<file path="src/rtl/mmr_vote_pkg.sv">
// Shared types and helpers for the modular-redundancy vote stage.
// Helpers take a fixed-width vector; callers zero-extend their K-wide replica vectors.
package mmr_vote_pkg;

  localparam int MAX_K     = 15;
  localparam int MAX_IDX_W = 4;

  typedef enum logic {
    S_IDLE   = 1'b0,
    S_REPORT = 1'b1
  } rpt_state_t;

  function automatic logic majority(input logic [MAX_K-1:0] bits, input int unsigned k);
    int unsigned ones;
    ones = 0;
    for (int i = 0; i < MAX_K; i++) begin
      if (bits[i]) ones++;
    end
    return (ones > (k / 2));
  endfunction

  function automatic logic [MAX_IDX_W-1:0] lowest_set(input logic [MAX_K-1:0] vec);
    logic [MAX_IDX_W-1:0] idx;
    idx = '0;
    for (int i = MAX_K - 1; i >= 0; i--) begin
      if (vec[i]) idx = MAX_IDX_W'(i);
    end
    return idx;
  endfunction

endpackage

</file>
<file path="src/rtl/mmr_sat_counter.sv">
// Saturating event counter; increments by one per cycle with inc_i, sticks at all-ones.
// One cycle latency, synchronous clear has priority over increment, no backpressure.
module mmr_sat_counter #(
  parameter int CNT_WIDTH = 16
) (
  input  logic                 clk_i,
  input  logic                 rst_n_i,
  input  logic                 inc_i,
  input  logic                 clr_i,
  output logic [CNT_WIDTH-1:0] cnt_o
);

  logic [CNT_WIDTH-1:0] r_cnt;

  always_ff @(posedge clk_i or negedge rst_n_i) begin
    if (!rst_n_i) begin
      r_cnt <= '0;
    end else if (clr_i) begin
      r_cnt <= '0;
    end else if (inc_i && (r_cnt != '1)) begin
      r_cnt <= r_cnt + CNT_WIDTH'(1);
    end
  end

  assign cnt_o = r_cnt;

endmodule

</file>
<file path="src/rtl/mmr_vote_stage.sv">
// Bitwise majority vote over K replicas with per-replica fault counters and a fault-record port.
// One cycle vote latency; the record holds while report_ready_i is low and overflow sets report_lost_o.
module mmr_vote_stage
  import mmr_vote_pkg::*;
#(
  parameter int K_MMR     = 3,
  parameter int WIDTH     = 8,
  parameter int CNT_WIDTH = 16
) (
  input  logic                                 clk_i,
  input  logic                                 rst_n_i,
  input  logic [K_MMR-1:0][WIDTH-1:0]          data_i,
  input  logic                                 valid_i,
  input  logic                                 clear_i,
  output logic [WIDTH-1:0]                     voted_o,
  output logic                                 voted_valid_o,
  output logic                                 mismatch_o,
  output logic [K_MMR-1:0][CNT_WIDTH-1:0]      fault_cnt_o,
  output logic                                 report_valid_o,
  input  logic                                 report_ready_i,
  output logic [$clog2(K_MMR)-1:0]             report_replica_o,
  output logic [WIDTH-1:0]                     report_bits_o,
  output logic                                 report_lost_o
);

  localparam int RW = $clog2(K_MMR);

  if ((K_MMR < 3) || ((K_MMR % 2) == 0) || (K_MMR > MAX_K)) begin : g_bad_k
    $error("mmr_vote_stage: K_MMR must be odd, >= 3 and <= MAX_K");
  end

  logic [WIDTH-1:0] w_vote;
  logic [MAX_K-1:0] w_col;
  logic [K_MMR-1:0] w_faulty;
  logic             w_any;
  logic [RW-1:0]    w_low;
  logic [WIDTH-1:0] w_bits;

  always_comb begin
    w_vote = '0;
    w_col  = '0;
    for (int b = 0; b < WIDTH; b++) begin
      w_col = '0;
      for (int r = 0; r < K_MMR; r++) w_col[r] = data_i[r][b];
      w_vote[b] = majority(w_col, K_MMR);
    end
  end

  // Faulty flags are already qualified by valid_i, so counters and FSM need no extra gating.
  always_comb begin
    w_faulty = '0;
    for (int r = 0; r < K_MMR; r++) w_faulty[r] = valid_i && (data_i[r] != w_vote);
  end

  assign w_any  = |w_faulty;
  assign w_low  = RW'(lowest_set(MAX_K'(w_faulty)));
  assign w_bits = data_i[w_low] ^ w_vote;

  for (genvar r = 0; r < K_MMR; r++) begin : g_cnt
    mmr_sat_counter #(
      .CNT_WIDTH(CNT_WIDTH)
    ) u_cnt (
      .clk_i  (clk_i),
      .rst_n_i(rst_n_i),
      .inc_i  (w_faulty[r]),
      .clr_i  (clear_i),
      .cnt_o  (fault_cnt_o[r])
    );
  end

  logic [WIDTH-1:0] r_voted;
  logic             r_voted_vld;
  logic             r_mismatch;

  always_ff @(posedge clk_i or negedge rst_n_i) begin
    if (!rst_n_i) begin
      r_voted     <= '0;
      r_voted_vld <= 1'b0;
      r_mismatch  <= 1'b0;
    end else begin
      if (valid_i) r_voted <= w_vote;
      r_voted_vld <= valid_i;
      r_mismatch  <= w_any;
    end
  end

  rpt_state_t       r_state;
  logic [RW-1:0]    r_rep_idx;
  logic [WIDTH-1:0] r_rep_bits;
  logic             r_lost;

  always_ff @(posedge clk_i or negedge rst_n_i) begin
    if (!rst_n_i) begin
      r_state    <= S_IDLE;
      r_rep_idx  <= '0;
      r_rep_bits <= '0;
      r_lost     <= 1'b0;
    end else begin
      case (r_state)
        S_IDLE: begin
          if (w_any) begin
            r_state    <= S_REPORT;
            r_rep_idx  <= w_low;
            r_rep_bits <= w_bits;
          end
        end
        S_REPORT: begin
          if (report_ready_i) begin
            if (w_any) begin
              r_rep_idx  <= w_low;
              r_rep_bits <= w_bits;
            end else begin
              r_state <= S_IDLE;
            end
          end else if (w_any) begin
            r_lost <= 1'b1;
          end
        end
        default: r_state <= S_IDLE;
      endcase
      if (clear_i) r_lost <= 1'b0;
    end
  end

  assign voted_o          = r_voted;
  assign voted_valid_o    = r_voted_vld;
  assign mismatch_o       = r_mismatch;
  assign report_valid_o   = (r_state == S_REPORT);
  assign report_replica_o = r_rep_idx;
  assign report_bits_o    = r_rep_bits;
  assign report_lost_o    = r_lost;

endmodule

</file>
<file path="config.mk">
export PLATFORM = sky130hd
export DESIGN_NAME = mmr_vote_stage
export DESIGN_NICKNAME = d
export VERILOG_FILES = /design/src/rtl/mmr_vote_pkg.sv /design/src/rtl/mmr_sat_counter.sv /design/src/rtl/mmr_vote_stage.sv
export SDC_FILE = /design/constraint.sdc
export NUM_CORES = 1
export LEC_CHECK = 0
export CORE_MARGIN = 2
export CORE_UTILIZATION = 60
export CTS_BUF_LIST = sky130_fd_sc_hd__clkbuf_8
export DETAILED_ROUTE_END_ITERATION = 7
export DONT_BUFFER_PORTS = 1
export MAX_ROUTING_LAYER = met4
export PLACE_DENSITY = 0.86
export REMOVE_ABC_BUFFERS = 1
export SLEW_MARGIN = 15
export SYNTH_ARGS = -nofsm -noshare
export SYNTH_HDL_FRONTEND = slang
export SYNTH_SLANG_ARGS = --single-unit
</file>
<file path="constraint.sdc">
create_clock -name clk_i -period 5.7 [get_ports clk_i]
set_input_delay 1.71 -clock clk_i [delete_from_list [all_inputs] [get_ports clk_i]]
set_output_delay 1.71 -clock clk_i [all_outputs]
set_load 0.02 [all_outputs]
</file>
# After elaboration in Yosys (flattened, before gate mapping)
# Cells that the tools add are included.
[word_totals]
ff_bits = 70
latchBits = 0
ram_bits = 0
romBits = 0
inputBits = 29
output_inout_bits = 70
word_cells = 109
n_memories = 0
[op_classes]
addsub = 19
multipliers = 0
div_mod_pow = 0
order_cmp = 9
n_eq_ne = 8
shifts = 0
mux = 48
bitwise = 2
n_reduce_logical = 13
[ops]
columns = ["operator", "count"]
rows = [
  ["32-bit by 1-bit adder with 32-bit output (second input constant)", 16],
  ["32-bit 2-to-1 mux", 16],
  ["32-bit by 1-bit greater-than comparator with 1-bit output (second input constant)", 8],
  ["16-bit 2-to-1 mux", 6],
  ["16-bit by 1-bit adder with 16-bit output (second input constant)", 3],
  ["16-bit != test (second input constant)", 3],
  ["8-bit 2-to-1 mux", 3],
  ["8-bit != test", 3],
  ["8-bit binary-select mux with 2-bit select", 1],
  ["8-bit case mux with 2 select lines", 1],
  ["1-bit 2-to-1 mux", 14],
  ["2-bit 2-to-1 mux", 5],
  ["2-bit nonzero test", 5],
  ["8-bit XOR", 1],
  ["1-bit logical AND", 6],
  ["2-bit != test (second input constant)", 2],
  ["2-bit case mux with 2 select lines", 1],
  ["2-bit by 3-bit less-than comparator with 1-bit output (second input constant)", 1],
  ["3-bit AND reduction", 1],
  ["3-bit OR reduction", 1],
  ["1-bit case mux with 2 select lines", 1],
  ["1-bit inverter", 1],
]

# Longest topological paths before layout
[logic_depth]
word_depth = 17
mapped_depth = 11
mapped_depth_nobuf = 10

# Cells and area by module
# A second synthesis with hierarchy kept.
[unflattened]
hier_cells = 574
hier_area_um2 = 5123.7
[modules_own_cells]
columns = ["module", "instances", "cells_per_inst", "area_per_inst_um2", "seq_area_each_um2"]
rows = [
  ["mmr_sat_counter", 3, 98, 942.2, 400.4],
  ["mmr_vote_stage", 1, 280, 2297.2, 550.5],
]

# Worst setup path before layout
# OpenSTA, ideal clock, no wires.
[synth_path]
path_type = "input -> register"
start = "in data_i[4] (netlist bit)"
end = "reg r_rep_idx[0], in the netlist report_replica_o[0]"
setup_ns = 0.125
t_arrival_ns = 4.132
required_ns = 5.575
path_slack_ns = 1.443
path_stages = 10
path_buffers = 1
path_cell_list = "inv_1 -> ha_1 -> nand2b_1 -> a211oi_1 -> o22ai_1 -> or4_4 -> or4_4 -> o211a_1 -> buf_6 -> mux2_4"
[synth_via]
elab_chain_cells = 13
elab_cells_between_ends = 18
cone_classes = "2 x add/sub; 1 x order compare; 3 x eq/ne; 8 x mux; 4 x reduce/logical"
[synth_lines]
columns = ["item", "line", "source"]
rows = [
  ["start, declared", "mmr_vote_stage.sv:12", "input logic [K_MMR-1:0][WIDTH-1:0] data_i,"],
  ["1-bit 2-to-1 mux", "mmr_vote_pkg.sv:17", "if (bits[i]) ones++;"],
  ["32-bit by 1-bit adder with 32-bit output", "mmr_vote_pkg.sv:17", ""],
  ["32-bit 2-to-1 mux", "mmr_vote_pkg.sv:17", ""],
  ["32-bit by 1-bit adder with 32-bit output", "mmr_vote_pkg.sv:17", ""],
  ["32-bit 2-to-1 mux", "mmr_vote_pkg.sv:17", ""],
  ["32-bit by 1-bit greater-than comparator with 1-bit output", "mmr_vote_pkg.sv:19", "return (ones > (k / 2));"],
  ["8-bit != test", "mmr_vote_stage.sv:52", "for (int r = 0; r < K_MMR; r++) w_faulty[r] = valid_i && (data_i[r] != w_vote);"],
  ["1-bit logical AND", "mmr_vote_stage.sv:52", ""],
  ["2-bit 2-to-1 mux (2 in a row)", "mmr_vote_pkg.sv:26", "if (vec[i]) idx = MAX_IDX_W'(i);"],
  ["2-bit 2-to-1 mux *", "mmr_vote_stage.sv:101, mmr_vote_stage.sv:109", ""],
  ["2-bit 2-to-1 mux", "mmr_vote_stage.sv:108", "if (report_ready_i) begin"],
  ["2-bit case mux with 2 select lines *", "mmr_vote_stage.sv:99", "case (r_state)"],
  ["end signal, assigned", "mmr_vote_stage.sv:103", "r_rep_idx <= w_low;"],
  ["end signal, assigned", "mmr_vote_stage.sv:110", "r_rep_idx <= w_low;"],
  ["end, declared", "mmr_vote_stage.sv:88", "logic [RW-1:0] r_rep_idx;"],
]
# Mark *: on every way between the ends. The rest lies on a longest branch, timed or not. The select of a mux whose other input is x is not followed.
# A chain may end at the register's enable or synchronous reset.

# Worst setup path after layout
[layout_path]
start = "in data_i[4] (netlist bit)"
end = "reg r_rep_bits[7], in the netlist report_bits_o[7]"
[layout_via]
elab_chain_cells = 17
elab_cells_between_ends = 22
cone_classes = "2 x add/sub; 1 x order compare; 3 x eq/ne; 11 x mux; 1 x bitwise; 4 x reduce/logical"
[layout_lines]
columns = ["item", "line", "source"]
rows = [
  ["1-bit 2-to-1 mux", "mmr_vote_pkg.sv:17", ""],
  ["32-bit by 1-bit adder with 32-bit output", "mmr_vote_pkg.sv:17", ""],
  ["32-bit 2-to-1 mux", "mmr_vote_pkg.sv:17", ""],
  ["32-bit by 1-bit adder with 32-bit output", "mmr_vote_pkg.sv:17", ""],
  ["32-bit 2-to-1 mux", "mmr_vote_pkg.sv:17", ""],
  ["32-bit by 1-bit greater-than comparator with 1-bit output", "mmr_vote_pkg.sv:19", ""],
  ["8-bit != test", "mmr_vote_stage.sv:52", ""],
  ["1-bit logical AND", "mmr_vote_stage.sv:52", ""],
  ["2-bit 2-to-1 mux (3 in a row)", "mmr_vote_pkg.sv:26", ""],
  ["8-bit binary-select mux with 2-bit select", "mmr_vote_stage.sv:57", "assign w_bits = data_i[w_low] ^ w_vote;"],
  ["8-bit 2-to-1 mux (implied by the code)", "mmr_vote_stage.sv:57", ""],
  ["8-bit XOR", "mmr_vote_stage.sv:57", ""],
  ["8-bit 2-to-1 mux *", "mmr_vote_stage.sv:101, mmr_vote_stage.sv:109", ""],
  ["8-bit 2-to-1 mux", "mmr_vote_stage.sv:108", ""],
  ["8-bit case mux with 2 select lines *", "mmr_vote_stage.sv:99", ""],
  ["end signal, assigned", "mmr_vote_stage.sv:104", "r_rep_bits <= w_bits;"],
  ["end signal, assigned", "mmr_vote_stage.sv:111", "r_rep_bits <= w_bits;"],
  ["end, declared", "mmr_vote_stage.sv:89", "logic [WIDTH-1:0] r_rep_bits;"],
]
# Marks and branches as above.

==> summary.md <==
| Metric | Value |
|---|---|
| Final count of negative-setup-slack endpoints | `0` |
| Arr. time, crit path | `4.78 ns` |
| Via density per instance | `6.09` |
| Leading cell types in the layout, fill and taps excluded | `70 x dfrtp_1, 52 x nor2_1, 34 x a21oi_1` |
| Final nets | `526` |
| Mean routed wirelength per cell | `17.2 um` |
| Synth Area in XOR/XNOR | `8.68%` |
| Yosys reg bits | `70` |
| Warnings from Yosys | `0` |
| Number of DRC markers after the initial detailed-route iteration | `139` |
| Placed Instances | `566` |
| H-tree depth | `3` |
| Final hold slack | `0.645 ns` |
| Number of filler instances in the final layout | `608` |
| Quantity of I/O buffers inserted on ports | `0` |
| Class of the most critical setup path | `in2reg` |
| Layout Skew | `0.0140 ns` |
| Die boundary height | `90.0 um` |
| Fmax achieved | `218 MHz` |
| Mean cell area of the mapped netlist | `9.21 um^2` |
| Most frequent standard cell in the layout excluding fill and tap cells | `dfrtp_1` |
| Count of flip-flops with a built-in enable after synthesis | `0` |
| Area share of fa/ha/maj cells after synthesis | `5.36%` |
| Lkg Pwr | `2.03 nW` |
| TritonCTS clock tree | `yes` |
| Outcome | `finished, final reports clean` |
| Clock slew at reported path FFs | `0.07 ns` |
| Final critical path time including I/O delays and setup | `4.58 ns` |
| Die Span X | `90.0 um` |
| Post-route clock period utilization | `80.3%` |
| Total routing usage reported by global routing | `25.7%` |
| Share of synthesized cell area in and, or, nand and nor gates | `27.8%` |
| CP required | `5.90 ns` |
| Cell variety after synth | `47` |
| Master cell of the clock root buffer | `clkbuf_8` |
| Post-place instance area | `4500 um^2` |
| TritonCTS Sinks | `70` |
| Die outline area | `8100 um^2` |
| Slew @ Worst Pin | `0.938 ns` |
| Compound-cell area share of the yosys netlist | `11.8%` |
| Post-synth top flop | `dfrtp_1` |
| Element type at the critical path start | `input port` |
| Number of hold-slack violations in the final timing report | `0` |
| Crit-path max FO | `25` |
| Detailed-routing iteration count for the pre-antenna-repair pass | `4` |
| Kind of end point of the critical path | `flop` |
| Syn-to-layout area delta | `5.50%` |
| Async set-or-reset flop fraction in the synthesized netlist | `100%` |
| Max-Slew Margin vs Limit | `37.3%` |
| RSZ-0062 raised after global routing | `no` |
| FP Rows | `31` |
| Number of antenna violations at the first check in global routing | `1` |
| CTS Hold Bufs | `0` |
| Routability congestion estimate from global placement | `0.921` |
| Ratio of cells with drive above 1 in the final layout | `6.42%` |
| Max-cap viol count | `0` |
| Number of global-route vias before repair | `3,422` |
| Number of instances in the synthesized netlist | `482` |
| Setup fix buffers added after clock tree synthesis | `0` |
| Worst-skew pair later-pin latency | `0.34 ns` |
| Largest net degree at the start of global routing | `71` |
| Gr ovfl total | `0` |
| Post-Layout Inst Area | `4680 um^2` |
| Mux cell area share after synthesis | `2.82%` |
| Max Slew Vio Count | `0` |
| Post-route DRC violation count | `0` |
| I/O pin count | `99` |
| Final cell count without fillers | `583` |
| TNS Setup | `0 ns` |
| Sequential element share of the synthesized area | `39.5%` |
| Largest family of logic cells by synthesized area | `simple AND/OR/NAND/NOR gates` |
| CTS Buf Count | `9` |
| Maximum resistive drop on vdd | `0.000160 V` |
| Min-delay worst type | `reg2reg` |
| Initial core utilization | `61.5%` |
| Mapped cell area | `4440 um^2` |
| Total number of vias | `3,553` |
| Floorplan core area | `7210 um^2` |
| Power per cell area | `226 nW/um^2` |
| Number of gates resized after cts | `0` |
| Maximum clock path buffer count | `2` |
| Global-route wire length before repair | `16.6 mm` |
| Sum of net half-perimeters after detailed placement | `7.24 mm` |
| Routed Antenna Nets | `0` |
| DRT Wirelength | `10.0 mm` |
==> worst max-delay path, stage by stage <==
cell      delay (ns)
inv_1           0.02
ha_1            0.30
nand2b_1        0.19
a211oi_1        0.32
o22ai_1         0.15
or4_4           0.58
or4_4           0.44
o211ai_2        0.75
or4b_1          0.23
nand4_1         0.09
==> sequential cells by signal, indices dropped and copies added (netlist names) <==
register,cells
report_lost_o,1
report_valid_o,1
mismatch_o,1
voted_o,8
report_bits_o,8
g_cnt.u_cnt.cnt_o,48
report_replica_o,2
voted_valid_o,1
==> layer usage <==
metal	vias to the layer above	wire [um]	GRT usage [%]
li1	1718	-	-
met2	109	4830	40.5
met5	-	0	-
met1	1717	4220	32.0
met4	0	96	7.05
met3	9	856	8.63
==> final cells by class <==
| cell class | instances | area [um^2] | share of cell area, % |
|---|---|---|---|
| clock inverter | 7 | 58.8 | 1.26 |
| sequential | 70 | 1750 | 37.4 |
| multi-input combinational | 370 | 2510 | 53.5 |
| antenna | 1 | 2.50 | 0.0534 |
| clock buffer | 9 | 124 | 2.64 |
| tap | 99 | 124 | 2.64 |
| timing repair buffer | 4 | 30.0 | 0.641 |
| inverter | 23 | 86.3 | 1.84 |
==> cells in the mapped netlist, types with 2 or more instances <==
| library cell | n | share of area (%) |
|---|---|---|
| a211oi_1 | 9 | 1.5 |
| a211oi_2 | 2 | 0.56 |
| a21oi_1 | 34 | 3.8 |
| a22o_1 | 5 | 0.99 |
| a32o_1 | 3 | 0.68 |
| and2_1 | 9 | 1.3 |
| and2b_1 | 3 | 0.51 |
| and3_1 | 16 | 2.3 |
| and4_1 | 4 | 0.79 |
| buf_4 | 2 | 0.34 |
| buf_6 | 2 | 0.51 |
| clkbuf_1 | 13 | 1.1 |
| dfrtp_1 | 70 | 39 |
| ha_1 | 19 | 5.4 |
| inv_1 | 23 | 1.9 |
| mux2i_1 | 11 | 2.5 |
| nand2_1 | 29 | 2.5 |
| nand2b_1 | 10 | 1.4 |
| nand3_1 | 18 | 2.0 |
| nand4_1 | 16 | 2.3 |
| nand4b_1 | 2 | 0.39 |
| nor2_1 | 52 | 4.4 |
| nor2b_1 | 14 | 2.0 |
| nor2b_2 | 2 | 0.39 |
| nor4_1 | 5 | 0.70 |
| nor4_2 | 2 | 0.56 |
| o211ai_1 | 8 | 1.4 |
| o21ai_0 | 10 | 1.1 |
| o22ai_1 | 4 | 0.56 |
| or3_1 | 9 | 1.3 |
| or4_1 | 2 | 0.34 |
| or4_4 | 2 | 0.51 |
| or4b_1 | 16 | 3.6 |
| xnor2_1 | 23 | 4.5 |
| xor2_1 | 21 | 4.1 |
==> power breakdown <==
part | total (mW) | switching [mW] | internal (mW)
Clock | 0.374 | 0.178 | 0.196
Combinational | 0.116 | 0.0644 | 0.0520
Sequential | 0.570 | 0.0511 | 0.519
==> path summary, 6_finish.rpt <==
check,slack [ns],start,to,depth (start not counted)
hold / removal,0.65,report_bits_o[3],report_bits_o[3],2
setup / recovery,1.12,data_i[4],report_bits_o[7],10
min in group asynchronous,1.06,rst_n_i,report_bits_o[2],0
max in group asynchronous,4.51,rst_n_i,g_cnt[0].u_cnt.cnt_o[9],0
hold reg to reg,0.65,report_bits_o[3],report_bits_o[3],2
setup reg to reg,3.08,g_cnt[2].u_cnt.cnt_o[6],g_cnt[2].u_cnt.cnt_o[11],8
==> metrics by stage <==
step                power, mW  util, %  setup WS (ns)
finish                   1.06     64.9           1.12
global route             1.11     64.9          0.988
CTS                      1.07     64.9           1.17
detailed placement      0.696     62.3          0.828
global placement        0.688     62.3          0.962
floorplan               0.666        -           1.14
==> logic make-up (layout without fill, tap and decap cells) <==
kind of cell	count (synthesis)	after routing
buffers and inverters	42	43
flip-flops	70	70
multiplexers	12	12
adder cells (fa/ha/maj)	19	19
other	0	1
AND/OR/NAND/NOR	215	215
XOR/XNOR	44	44
AO/OA/AOI/OAI	80	80
Note: power is estimated with default switching activity, not from simulation.
